<file path="src/rtl/serial_nibble_rx.sv">
// Purpose: oversampled serial receiver; assembles WIDTH-bit LSB-first frames with optional even parity.
// Latency: word_valid/parity_err/frame_err are registered at the stop-bit mid-sample, T+H+(WIDTH+1+PARITY_EN)*CLKS_PER_BIT.
// Backpressure: none; the result strobes are one-cycle pulses and the consumer must accept them when they occur.
module serial_nibble_rx #(
  parameter int WIDTH        = 4,
  parameter int CLKS_PER_BIT = 4,
  parameter int PARITY_EN    = 1
) (
  input  logic             clk,
  input  logic             reset,
  input  logic             rx,
  output logic [WIDTH-1:0] word,
  output logic             word_valid,
  output logic             parity_err,
  output logic             frame_err,
  output logic             busy
);

  localparam int CW = (CLKS_PER_BIT > 1) ? $clog2(CLKS_PER_BIT) : 1;
  localparam int IW = $clog2(WIDTH + 1);
  localparam logic [CW-1:0] HALF_LAST = CW'(CLKS_PER_BIT / 2 - 1);
  localparam logic [CW-1:0] FULL_LAST = CW'(CLKS_PER_BIT - 1);
  localparam logic [IW-1:0] LAST_BIT  = IW'(WIDTH - 1);

  typedef enum logic [2:0] {
    IDLE,
    START,
    DATA,
    PARITY,
    STOP,
    WAIT_IDLE
  } state_t;

  state_t           state, state_nxt;
  logic             rx_meta, rx_s;
  logic [CW-1:0]    cnt, cnt_nxt;
  logic [IW-1:0]    idx, idx_nxt;
  logic [WIDTH-1:0] sr, sr_nxt;
  logic [WIDTH-1:0] word_nxt;
  logic             par, par_nxt;
  logic             par_bad, par_bad_nxt;
  logic             valid_nxt, perr_nxt, ferr_nxt;

  // Two-flop synchronizer; resets to the idle-high line level
  always_ff @(posedge clk or negedge reset) begin
    if (!reset) begin
      rx_meta <= 1'b1;
      rx_s    <= 1'b1;
    end else begin
      rx_meta <= rx;
      rx_s    <= rx_meta;
    end
  end

  // State, counters, shift register and registered result strobes
  always_ff @(posedge clk or negedge reset) begin
    if (!reset) begin
      state      <= IDLE;
      cnt        <= '0;
      idx        <= '0;
      sr         <= '0;
      par        <= 1'b0;
      par_bad    <= 1'b0;
      word       <= '0;
      word_valid <= 1'b0;
      parity_err <= 1'b0;
      frame_err  <= 1'b0;
    end else begin
      state      <= state_nxt;
      cnt        <= cnt_nxt;
      idx        <= idx_nxt;
      sr         <= sr_nxt;
      par        <= par_nxt;
      par_bad    <= par_bad_nxt;
      word       <= word_nxt;
      word_valid <= valid_nxt;
      parity_err <= perr_nxt;
      frame_err  <= ferr_nxt;
    end
  end

  // Next-state and datapath: START samples at the half-bit, later states one full bit apart
  always_comb begin
    state_nxt   = state;
    cnt_nxt     = cnt + 1'b1;
    idx_nxt     = idx;
    sr_nxt      = sr;
    par_nxt     = par;
    par_bad_nxt = par_bad;
    word_nxt    = word;
    valid_nxt   = 1'b0;
    perr_nxt    = 1'b0;
    ferr_nxt    = 1'b0;
    case (state)
      IDLE: begin
        cnt_nxt = '0;
        if (!rx_s) begin
          state_nxt   = START;
          idx_nxt     = '0;
          par_nxt     = 1'b0;
          par_bad_nxt = 1'b0;
        end
      end
      START: begin
        if (cnt == HALF_LAST) begin
          cnt_nxt   = '0;
          // A start bit that is gone by mid-bit is a glitch, not a frame
          state_nxt = rx_s ? IDLE : DATA;
        end
      end
      DATA: begin
        if (cnt == FULL_LAST) begin
          cnt_nxt = '0;
          sr_nxt  = {rx_s, sr[WIDTH-1:1]};
          par_nxt = par ^ rx_s;
          if (idx == LAST_BIT) begin
            state_nxt = (PARITY_EN != 0) ? PARITY : STOP;
          end else begin
            idx_nxt = idx + 1'b1;
          end
        end
      end
      PARITY: begin
        if (cnt == FULL_LAST) begin
          cnt_nxt     = '0;
          par_bad_nxt = par ^ rx_s;
          state_nxt   = STOP;
        end
      end
      STOP: begin
        if (cnt == FULL_LAST) begin
          cnt_nxt = '0;
          if (rx_s) begin
            // Return to IDLE immediately so a start bit right after stop is caught
            state_nxt = IDLE;
            if (par_bad) begin
              perr_nxt = 1'b1;
            end else begin
              word_nxt  = sr;
              valid_nxt = 1'b1;
            end
          end else begin
            ferr_nxt  = 1'b1;
            state_nxt = WAIT_IDLE;
          end
        end
      end
      WAIT_IDLE: begin
        cnt_nxt = '0;
        if (rx_s) state_nxt = IDLE;
      end
      default: begin
        state_nxt = IDLE;
        cnt_nxt   = '0;
      end
    endcase
  end

  assign busy = (state != IDLE);

endmodule

</file>
<file path="config.mk">
export PLATFORM = sky130hd
export DESIGN_NAME = serial_nibble_rx
export DESIGN_NICKNAME = d
export VERILOG_FILES = /design/src/rtl/serial_nibble_rx.sv
export SDC_FILE = /design/constraint.sdc
export NUM_CORES = 1
export LEC_CHECK = 0
export CORE_MARGIN = 2
export CORE_UTILIZATION = 36
export CTS_CLUSTER_SIZE = 10
export DETAILED_ROUTE_END_ITERATION = 12
export SYNTH_ARGS = -nofsm -noshare
export SYNTH_HDL_FRONTEND = slang
export SYNTH_SLANG_ARGS = --single-unit
</file>
<file path="constraint.sdc">
create_clock -name clk -period 3 [get_ports clk]
set_input_delay 0.6 -clock clk [delete_from_list [all_inputs] [get_ports clk]]
set_output_delay 0.6 -clock clk [all_outputs]
set_load 0.05 [all_outputs]
</file>
# Word level (Yosys, flattened, before mapping)
# Index checks and enable logic that the tools add are counted.
# totals
ff_bits	23
in_bits	3
out_inout_bits	8
wordCells	75
# op_classes
n_addsub	2
eq_ne	16
muxes	32
n_bitwise	2
n_reduce_logical	11
# op_table
op	n
two-way mux 3 bit	11
case mux 3 bit (6 select lines)	1
inequality test 2 bit, second input constant	8
two-way mux 1 bit	13
equality test 3 x 2 -> 1 bit, second input constant	3
AND reduction 4 bit	2
AND reduction 7 bit	1
equality test 3 bit, second input constant	2
two-way mux 2 bit	3
case mux 3 bit (2 select lines)	1
AND reduction 3 bit	2
case mux 1 bit (2 select lines)	2
case mux 2 bit (2 select lines)	1
nonzero test 2 bit	2
adder 3 x 1 -> 3 bit, second input constant	1
equality test 3 x 1 -> 1 bit, second input constant	1
zero test 3 bit	1
nonzero test 3 bit	1
OR reduction 3 bit	1
adder 2 x 1 -> 2 bit, second input constant	1
equality test 2 x 1 -> 1 bit, second input constant	1
equality test 2 bit, second input constant	1
AND reduction 2 bit	1
NOT 1 bit	1
bitwise XOR 1 bit	1

# Depth between registers and ports, before layout
# Gate-level depths: netlist (run 1).
# logic_depth
depth_word	4
ltp_mapped	5
depth_no_buf	5

# Worst setup path after synthesis (run 1)
# OpenSTA, ideal clock, no wires.
# synth_timing
kind	reg-to-reg
startpoint	register idx[0]
endpoint	register idx[0]
setup_time_ns	0.125
arrival_ns	1.427
required_time_ns	2.875
path_slack_ns	1.448
path_stages_with_launch	6
path_buffers	0
synth_period_minus_slack_ns	1.552
cell_sequence	dfrtp_1 -> ha_1 -> ha_1 -> nand3b_1 -> a21boi_2 -> mux2_2
# synth_via
elab_chain_len	4
word_cells_on_any_way	7
classes_between	add/sub: 1; eq/ne: 2; mux: 3; reduce/logical: 1
# synth_lines
item	line	rtl
start, declared	37	logic [IW-1:0] idx, idx_nxt;
start signal, assigned	71	idx <= idx_nxt;
adder 3 x 1 -> 3 bit	119	idx_nxt = idx + 1'b1;
two-way mux 3 bit	116	if (idx == LAST_BIT) begin
two-way mux 3 bit	112	if (cnt == FULL_LAST) begin
case mux 3 bit (2 select lines)	94	case (state)
# Parallel ways exist; a longest one is shown, timed or not. The select of a mux whose other input is x is not followed.
# A chain may end at the register's enable or synchronous reset.

# Final worst setup path (run 1)
# layout_timing
startpoint	register state[1]
endpoint	output port busy
# layout_via
elab_chain_len	1
# layout_lines
item	line	rtl
start, declared	34	state_t state, state_nxt;
start signal, assigned	69	state <= state_nxt;
nonzero test 3 bit	159	assign busy = (state != IDLE);
end, declared	16	output logic busy
# No other way between the ends.

==> impl_metrics.yaml, run 1 <==
outcome:
  outcome: "completed"
yosys:
  syn-instance-count: 101
  synthTopCellsByCount: "dfrtp_1 (21), mux2_2 (12), inv_1 (9), nand2_1 (7)"
  ys.flop_type: "dfrtp_1"
  synth.largest_area_cell: "dfrtp_1"
  synth_most_common_cell: "dfrtp_1"
  async_flop_share: 1.00
  synth-seq-cells: 23
  synth_area_leaders: "dfrtp_1 (46%), mux2_2 (12%), ha_1 (6.5%)"
  ys_warn_count: 0
  synth_area_um2: 1150
  ys_types: 36
  synth_area_per_cell_um2: 11.4
  synth_nets: 110
  synth_top_area_frac: 0.456
  synth_edf_count: 0
  ys_seq_area_frac: 0.502
global_routing:
  grt_pass1_wl_um: 3470
  antenna_found_initial: 0
  grt-ovfl-total: 0
  track_usage: 0.127
  grt_max_degree: 24
  grt_pass1_vias: 786
floorplan:
  num_rows: 20
  initial_core_util: 0.377
  ios: 11
  die_area_um2: 3670
  coreArea_um2: 3050
  die_w_um: 60.6
  die_y_um: 60.6
cells_and_area:
  regArea_um2: 578
  multiInputGateArea_um2: 513
  fin_cells: 155
  diodes: 0
  layout-drive-gt1-share: 0.225
  syn_to_final_growth_pct: 14.0
  final_area_um2: 1310
  fillers: 309
  nNetsFinal: 121
place:
  gp_congestion: 0.764
  placed_area_um2: 1290
  io_buffers: 10
  hpwl_um: 1320
  dp_cells: 151
hold_path:
  hold_class: "reg2reg"
  hold_end: "rx_s"
  min-delay-start: "rx_meta"
  hold_depth: 0
worst_setup_path:
  cp.arrival_ps: 2010
  crit_type: "reg2out"
  reg2reg_slack_ps: 1280
  critPathMaxFanout: 16
  r2r_start: "cnt[0]"
  critPathLaunch: "state[1]"
  cp-end-kind: "primary output"
  cp_slowest_stage_delay_ps: 710
  r2r-end: "idx[1]"
  crit_required_ps: 2400
  slowest_stage: "clkdlybuf4s50_1"
  start_kind: "register"
  reg2reg_depth: 4
  path_cells: "or3_4, clkdlybuf4s50_1"
clock_network:
  h-tree-depth: 1
  root_buffer: "clkbuf_4"
  clkTransAtPathRegs_ps: 110
  cts_buffer_depth: 2
  holdBufCountCts: 0
  clock_sinks: 23
  insertion_delay_ps: 310
  cts-resized-gates: 0
  cts_setup_buffers: 0
  cts_buffers: 3
  cts_tree: "done"
timing:
  setup_tns_ps: 0
  hold_ws_ps: 365
  setup_violations: 0
  finalClockSkew_ps: 10.4
  rsz0062_at_grt: "no"
  maxSlewHeadroom: 0.668
  fmax_mhz: 383
  maxSlewViolCount: 0
  finalCriticalPeriod_ps: 2610
  finalHoldViolations: 0
  post-route-period-util: 0.871
  tightest_slew_ps: 496
route:
  wl_per_cell_um: 12.1
  wl_um: 1880
  drtAntennaViolNets: 0
  drtPass1Iterations: 4
  drc: 0
  dr.first_iter.drc_count: 14
  viasPerCell: 4.90
  vias: 760
job:
  maxCapViolations: 0
power_and_ir_drop:
  p_per_area_nw_per_um2: 749
  ir_worst_vdd_uv: 283
  finalPower_mw: 0.985
  leakagePower_nw: 0.618
-- layout make-up --
cell class | count | area share
multi-input combinational | 64 | 0.390
inverter | 9 | 0.0257
sequential | 23 | 0.440
timing repair buffer | 11 | 0.0819
tap | 44 | 0.0419
clock buffer | 4 | 0.0200
-- logic make-up after synthesis --
group | share of synthesized area
muxes | 0.117
DFF | 0.502
buffers and inverters | 0.0532
adders and majority gates | 0.0651
and+or+nand+nor | 0.166
AOI/OAI and AO/OA | 0.0966
-- through the flow --
stage	setup WS [ps]	utilization
2_1_floorplan	1450	-
3_3_place_gp	745	0.422
3_5_place_dp	718	0.422
4_1_cts	369	0.430
5_1_grt	282	0.430
6_report	387	0.430
-- power by group --
group / switching, mW / internal (mW)
clock: 0.0885 / 0.0519
sequential: 0.102 / 0.381
combinational: 0.178 / 0.183
-- worst max-delay path by stage --
stage / to / cells after the start
floorplan: idx[0] / 5
global placement: busy / 2
detailed placement: busy / 2
CTS: busy / 2
global route: busy / 2
finish: busy / 2
-- flip-flops by register name, summed over array words and instances (netlist names) --
name	flops
par_bad	1
rx_meta	1
sr	4
state	3
word_valid	1
frame_err	1
rx_s	1
cnt	2
idx	3
word	4
parity_err	1
par	1
-- per-layer routing --
layer | track usage | part of all wire
met5 | 0 | 0
met4 | 0.0497 | 0.010
met3 | 0.0490 | 0.045
met2 | 0.197 | 0.47
met1 | 0.161 | 0.48
-- worst max-delay path, delay by kind of cell, from the launching register on --
| family | cells | cell delay, ps |
|---|---|---|
| buffers and inverters | 1 | 710 |
| flip-flops | 1 | 560 |
| AND/OR/NAND/NOR | 1 | 450 |
-- layout by cell type (no fill, tap or decap), types with 2 or more instances in the layout --
| cell type | instances |
|---|---|
| dfrtp_1 | 21 |
| o21ai_0 | 4 |
| and3_1 | 2 |
| nand2_1 | 7 |
| dfstp_2 | 2 |
| mux2_2 | 12 |
| clkbuf_4 | 3 |
| clkdlybuf4s50_1 | 10 |
| o22ai_1 | 2 |
| nor2_1 | 6 |
| inv_1 | 9 |
| nand3b_1 | 2 |
| ha_1 | 6 |
Note: power is estimated with default switching activity, not from simulation.
==> run 2: changes to the inputs <==
--- a/config.mk
+++ b/config.mk
@@ -5,10 +5,12 @@
 export SDC_FILE = /design/constraint.sdc
 export NUM_CORES = 1
 export LEC_CHECK = 0
+export ABC_AREA = 1
 export CORE_MARGIN = 2
 export CORE_UTILIZATION = 36
 export CTS_CLUSTER_SIZE = 10
 export DETAILED_ROUTE_END_ITERATION = 12
+export GPL_TIMING_DRIVEN = 0
 export SYNTH_ARGS = -nofsm -noshare
 export SYNTH_HDL_FRONTEND = slang
 export SYNTH_SLANG_ARGS = --single-unit
==> run 2 against run 1 <==
Effect of this change:
- hold slack better by 9.4 ps
- worst setup slack better by 170 ps
- wire length is 8.0% higher
- non-clock buffer count is 1 lower
- clock skew is 5.6 ps lower
- global-route usage is 0.30 points higher
- die area is 0.93% higher
- sequential cell count stayed put
- sequential power is 11% lower
- register-to-register slack better by 300 ps
- critical path depth is 1 higher
- largest power group is now combinational cells
==> impl_metrics.yaml, run 2 <==
outcome:
  outcome: "completed"
yosys:
  synthTopCellsByCount: "nand2_1 (37), dfrtp_1 (21), inv_1 (13), o21ai_1 (11), nand3_1 (10)"
  syn-instance-count: 134
  synth-seq-cells: 23
  synth_nets: 143
  synth_area_um2: 1160
  synth_adder_area_share: 0.0645
  ys_seq_area_frac: 0.497
  synth_top_family_by_area: "simple AND/OR/NAND/NOR gates"
  synth_area_per_cell_um2: 8.68
  synth_most_common_cell: "nand2_1"
  yosys.area_share.simple: 0.318
  synth.largest_area_cell: "dfrtp_1"
  async_flop_share: 1.00
  synth_compound_area_frac: 0.0516
  ys_warn_count: 0
  synth.area.mux_share: 0
  ys_types: 19
  synth_edf_count: 0
  synth_top_area_frac: 0.452
  synth_xor_area_frac: 0.00753
  ys.flop_type: "dfrtp_1"
  synth_area_leaders: "dfrtp_1 (45%), nand2_1 (12%), ha_1 (6.5%)"
timing:
  tightest_slew_ps: 1030
  rsz0062_at_grt: "no"
  maxSlewHeadroom: 0.314
  finalCriticalPeriod_ps: 2440
  setup_tns_ps: 0
  postLayoutSetupSlackWorst_ps: 559
  fmax_mhz: 410
  maxSlewViolCount: 0
  setup_violations: 0
  finalHoldViolations: 0
  finalClockSkew_ps: 4.83
  post-route-period-util: 0.814
route:
  drc: 0
  vias: 879
  drtPass1Iterations: 4
  wl_per_cell_um: 10.6
  wl_um: 2030
  viasPerCell: 4.58
  drtAntennaViolNets: 0
  dr.first_iter.drc_count: 17
worst_setup_path:
  r2r-end: "idx[1]"
  start_kind: "register"
  crit_path_end: "busy"
  critPathMaxFanout: 7
  critPathLaunch: "state[2]"
  cp.arrival_ps: 1840
  cp-end-kind: "primary output"
  reg2reg_slack_ps: 1580
  reg2reg_depth: 8
  r2r_start: "idx[0]"
  crit_required_ps: 2400
  crit_type: "reg2out"
clock_network:
  holdBufCountCts: 0
  clock_sinks: 23
  h-tree-depth: 1
  cts_setup_buffers: 0
  cts_buffers: 3
  insertion_delay_ps: 310
  cts_buffer_depth: 2
  cts_tree: "done"
  clkTransAtPathRegs_ps: 140
  cts-resized-gates: 0
  root_buffer: "clkbuf_4"
cells_and_area:
  fin_cells: 192
  reg_top3: "sr (4), word (4)"
  nNetsFinal: 158
  syn_to_final_growth_pct: 15.9
  final_common_cell: "nand2_1"
  final_cell_mix: "nand2_1 (37), dfrtp_1 (21), inv_1 (13), o21ai_1 (11)"
  layout-drive-gt1-share: 0.189
  final_util: 0.442
  diodes: 0
floorplan:
  ios: 11
  initial_core_util: 0.381
  die_area_um2: 3700
  die_w_um: 60.9
  coreArea_um2: 3050
  num_rows: 20
  die_y_um: 60.9
hold_path:
  min-delay-start: "rx_meta"
  hold_class: "reg2reg"
global_routing:
  track_usage: 0.130
  grt-ovfl-total: 0
  antenna_found_initial: 0
  grt_pass1_wl_um: 3560
  grt_pass1_vias: 809
  grt_max_degree: 24
power_and_ir_drop:
  p_per_area_nw_per_um2: 804
  ir_worst_vdd_uv: 396
  leakagePower_nw: 0.647
place:
  io_buffers: 10
  dp_cells: 188
  dp_worst_setup_slack_ps: 919
  hpwl_um: 1540
  gp_congestion: 0.751
job:
  maxCapViolations: 0
==> run 2: cell count changes in the layout (fill, tap and decap cells not counted), moves of 5 or more <==
cell     change
nand2_2      +5
inv_2        +6
mux2_2      -12
o21ai_1     +11
nand2_1     +30
nand3_1      +9
==> run 2: cells by family after synthesis <==
kind of cell	after synthesis
adder cells (fa/ha/maj)	6
AND/OR/NAND/NOR	73
flip-flops	23
buffers and inverters	19
AO/OA/AOI/OAI	12
XOR/XNOR	1
==> run 2: critical path, cell delays in order, from the launching register on <==
cell and delay [ps]:
dfrtp_1 490, inv_2 120, nand3_2 110, clkdlybuf4s50_1 810
==> run 2: metal layers <==
layer  routed length [um]  track usage  vias to the layer above
li1                     -            -                      454
met1                  993        0.184                      407
met2                  960        0.203                       14
met3                   49       0.0192                        4
met4                   28       0.0466                        0
met5                    0            0                        -
==> run 2: metrics by stage <==
| step | power, mW | instance area [um^2] | hold WS, ps |
|---|---|---|---|
| after CTS | 1.10 | 1350 | 375 |
| after detailed placement | 0.944 | 1320 | 355 |
| after global routing | 1.18 | 1350 | 380 |
| after global placement | 0.929 | 1320 | 346 |
| after floorplan | 0.835 | 1160 | 304 |
| final | 1.08 | 1350 | 374 |
==> run 2: worst min-delay path by stage <==
stage	endpoint	cells after the start	slack, ps
after floorplan	cnt[0]	0	300
after global placement	rx_s	0	350
after detailed placement	rx_s	0	360
after CTS	rx_s	0	380
after global routing	rx_s	0	380
final	rx_s	0	370
==> run 2: power breakdown <==
group	total (mW)	switching, mW	internal (mW)
Sequential	0.429	0.0627	0.366
Clock	0.151	0.100	0.0508
Combinational	0.504	0.334	0.170
==> run 2: area by class of cell <==
type                       count  area, um^2
timing repair buffer          10         100
clock buffer                   3        22.5
sequential                    23         578
fill                         315        1700
clock inverter                 1        7.51
inverter                      19        71.3
tap                           44        55.1
multi-input combinational     92         514
==> run 3: changes to the inputs <==
==> constraint.sdc (replaced) <==
create_clock -name clk -period 2.1 [get_ports clk]
set_input_delay 0.42 -clock clk [delete_from_list [all_inputs] [get_ports clk]]
set_output_delay 0.42 -clock clk [all_outputs]
set_load 0.05 [all_outputs]
==> run 3 against run 2 <==
Effect of this change:
- design area barely moved
- final cell count did not move
- global-route usage did not move
- critical endpoint unchanged
- largest cell class unchanged
- highest routed layer unchanged
==> impl_metrics.yaml, run 3 (synthesis gave the netlist of run 2 again) <==
floorplan:
  ios: 11
  num_rows: 20
  die_area_um2: 3700
  die_y_um: 60.9
  initial_core_util: 0.381
  coreArea_um2: 3050
  die_w_um: 60.9
route:
  vias: 879
  dr.first_iter.drc_count: 17
  drtPass1Iterations: 4
  viasPerCell: 4.58
  wl_um: 2030
  drtAntennaViolNets: 0
  drc: 0
  wl_per_cell_um: 10.6
place:
  dp_cells: 188
  io_buffers: 10
  placed_area_um2: 1320
  hpwl_um: 1540
  gp_congestion: 0.751
timing:
  fmax_mhz: 504
  post-route-period-util: 0.945
  maxSlewHeadroom: 0.314
  setup_violations: 0
  setup_tns_ps: 0
  finalCriticalPeriod_ps: 1990
  tightest_slew_ps: 1030
  maxSlewViolCount: 0
  finalClockSkew_ps: 4.83
  finalHoldViolations: 0
  rsz0062_at_grt: "no"
  hold_ws_ps: 374
cells_and_area:
  fin_cells: 192
  fillers: 316
  final_cell_mix: "nand2_1 (37), dfrtp_1 (21), inv_1 (13), o21ai_1 (11), nand3_1 (10)"
  syn_to_final_growth_pct: 15.8
  layout-drive-gt1-share: 0.189
  nNetsFinal: 158
  final_common_cell: "nand2_1"
  final_area_um2: 1350
  reg_top3: "sr (4), word (4)"
  diodes: 0
clock_network:
  cts_buffer_depth: 2
  clkTransAtPathRegs_ps: 140
  cts_setup_buffers: 0
  insertion_delay_ps: 310
  h-tree-depth: 1
  cts_tree: "done"
  cts_buffers: 3
  root_buffer: "clkbuf_4"
  clock_sinks: 23
power_and_ir_drop:
  p_clk_frac: 0.140
  p_per_area_nw_per_um2: 1140
  internal-power_mw: 0.829
  finalPower_mw: 1.54
  leakagePower_nw: 0.647
  switching_share: 0.461
  p_comb_frac: 0.462
  p_seq_frac: 0.398
  ir_worst_vdd_uv: 564
  switchingPower_mw: 0.710
global_routing:
  grt_pass1_wl_um: 3560
  grt_max_degree: 24
  track_usage: 0.130
  grt-ovfl-total: 0
  grt_pass1_vias: 809
  antenna_found_initial: 0
worst_setup_path:
  crit_path_end: "busy"
  critPathLaunch: "state[2]"
  reg2reg_slack_ps: 680
  cp.arrival_ps: 1570
  cp-end-kind: "primary output"
  r2r-end: "idx[1]"
  r2r_start: "idx[0]"
  start_kind: "register"
  reg2reg_depth: 8
  crit_type: "reg2out"
  crit_required_ps: 1680
  critPathMaxFanout: 7
hold_path:
  hold_class: "reg2reg"
outcome:
  outcome: "completed"
job:
  maxCapViolations: 0
## run 3: cell types whose count changed in the layout (fill, tap and decap cells not counted), sizes merged
cell,delta
clkdlybuf4s50,-1
dlygate4sd2,+1
## run 3: what timing repair did
action                     4_1_cts  5_1_grt
setup endpoints to repair        1        0
hold buffers                     0        0
gates resized for setup          1        0
## run 3: cell type report
| class | count | area, um^2 | share of cell area |
|---|---|---|---|
| Sequential cell | 23 | 578 | 0.429 |
| Multi-Input combinational cell | 92 | 514 | 0.382 |
| Timing Repair Buffer | 10 | 98.8 | 0.0734 |
| Inverter | 19 | 71.3 | 0.0529 |
| Tap cell | 44 | 55.1 | 0.0409 |
| Clock buffer | 3 | 22.5 | 0.0167 |
| Clock inverter | 1 | 7.51 | 0.00557 |
## run 3: power groups by stage
stage	sequential, mW	combinational, mW	clock (mW)
2_1_floorplan	0.603	0.590	0
3_3_place_gp	0.618	0.709	0
3_5_place_dp	0.619	0.729	0
4_1_cts	0.612	0.719	0.227
5_1_grt	0.625	0.812	0.244
6_report	0.613	0.710	0.216
## run 3: per-layer routing
layer	GRT usage	vias up	share of wire
met5	0	-	0
met4	0.0466	0	0.014
met3	0.0192	4	0.024
met2	0.203	14	0.47
met1	0.184	407	0.49
li1	-	454	-
## run 3: stage by stage
| step | util | setup slack (ps) |
|---|---|---|
| final | 0.441 | 115 |
| after global routing | 0.441 | 33.4 |
| after CTS | 0.441 | 95.8 |
| after detailed placement | 0.432 | 199 |
| after global placement | 0.432 | 201 |
| after floorplan | - | 697 |
## run 3: worst min-delay path by stage
stage / depth (start not counted) / from / slack [ps] / endpoint
final: 0 / rx_meta / 370 / rx_s
after floorplan: 0 / reset / 120 / cnt[0]
after global routing: 0 / rx_meta / 380 / rx_s
after CTS: 0 / rx_meta / 380 / rx_s
after detailed placement: 0 / rx_meta / 360 / rx_s
after global placement: 0 / rx_meta / 350 / rx_s
## run 3: critical path, cell delays in order (launching register included)
cell	delay [ps]
dfrtp_1	490
inv_2	120
nand3_2	110
dlygate4sd2_1	530
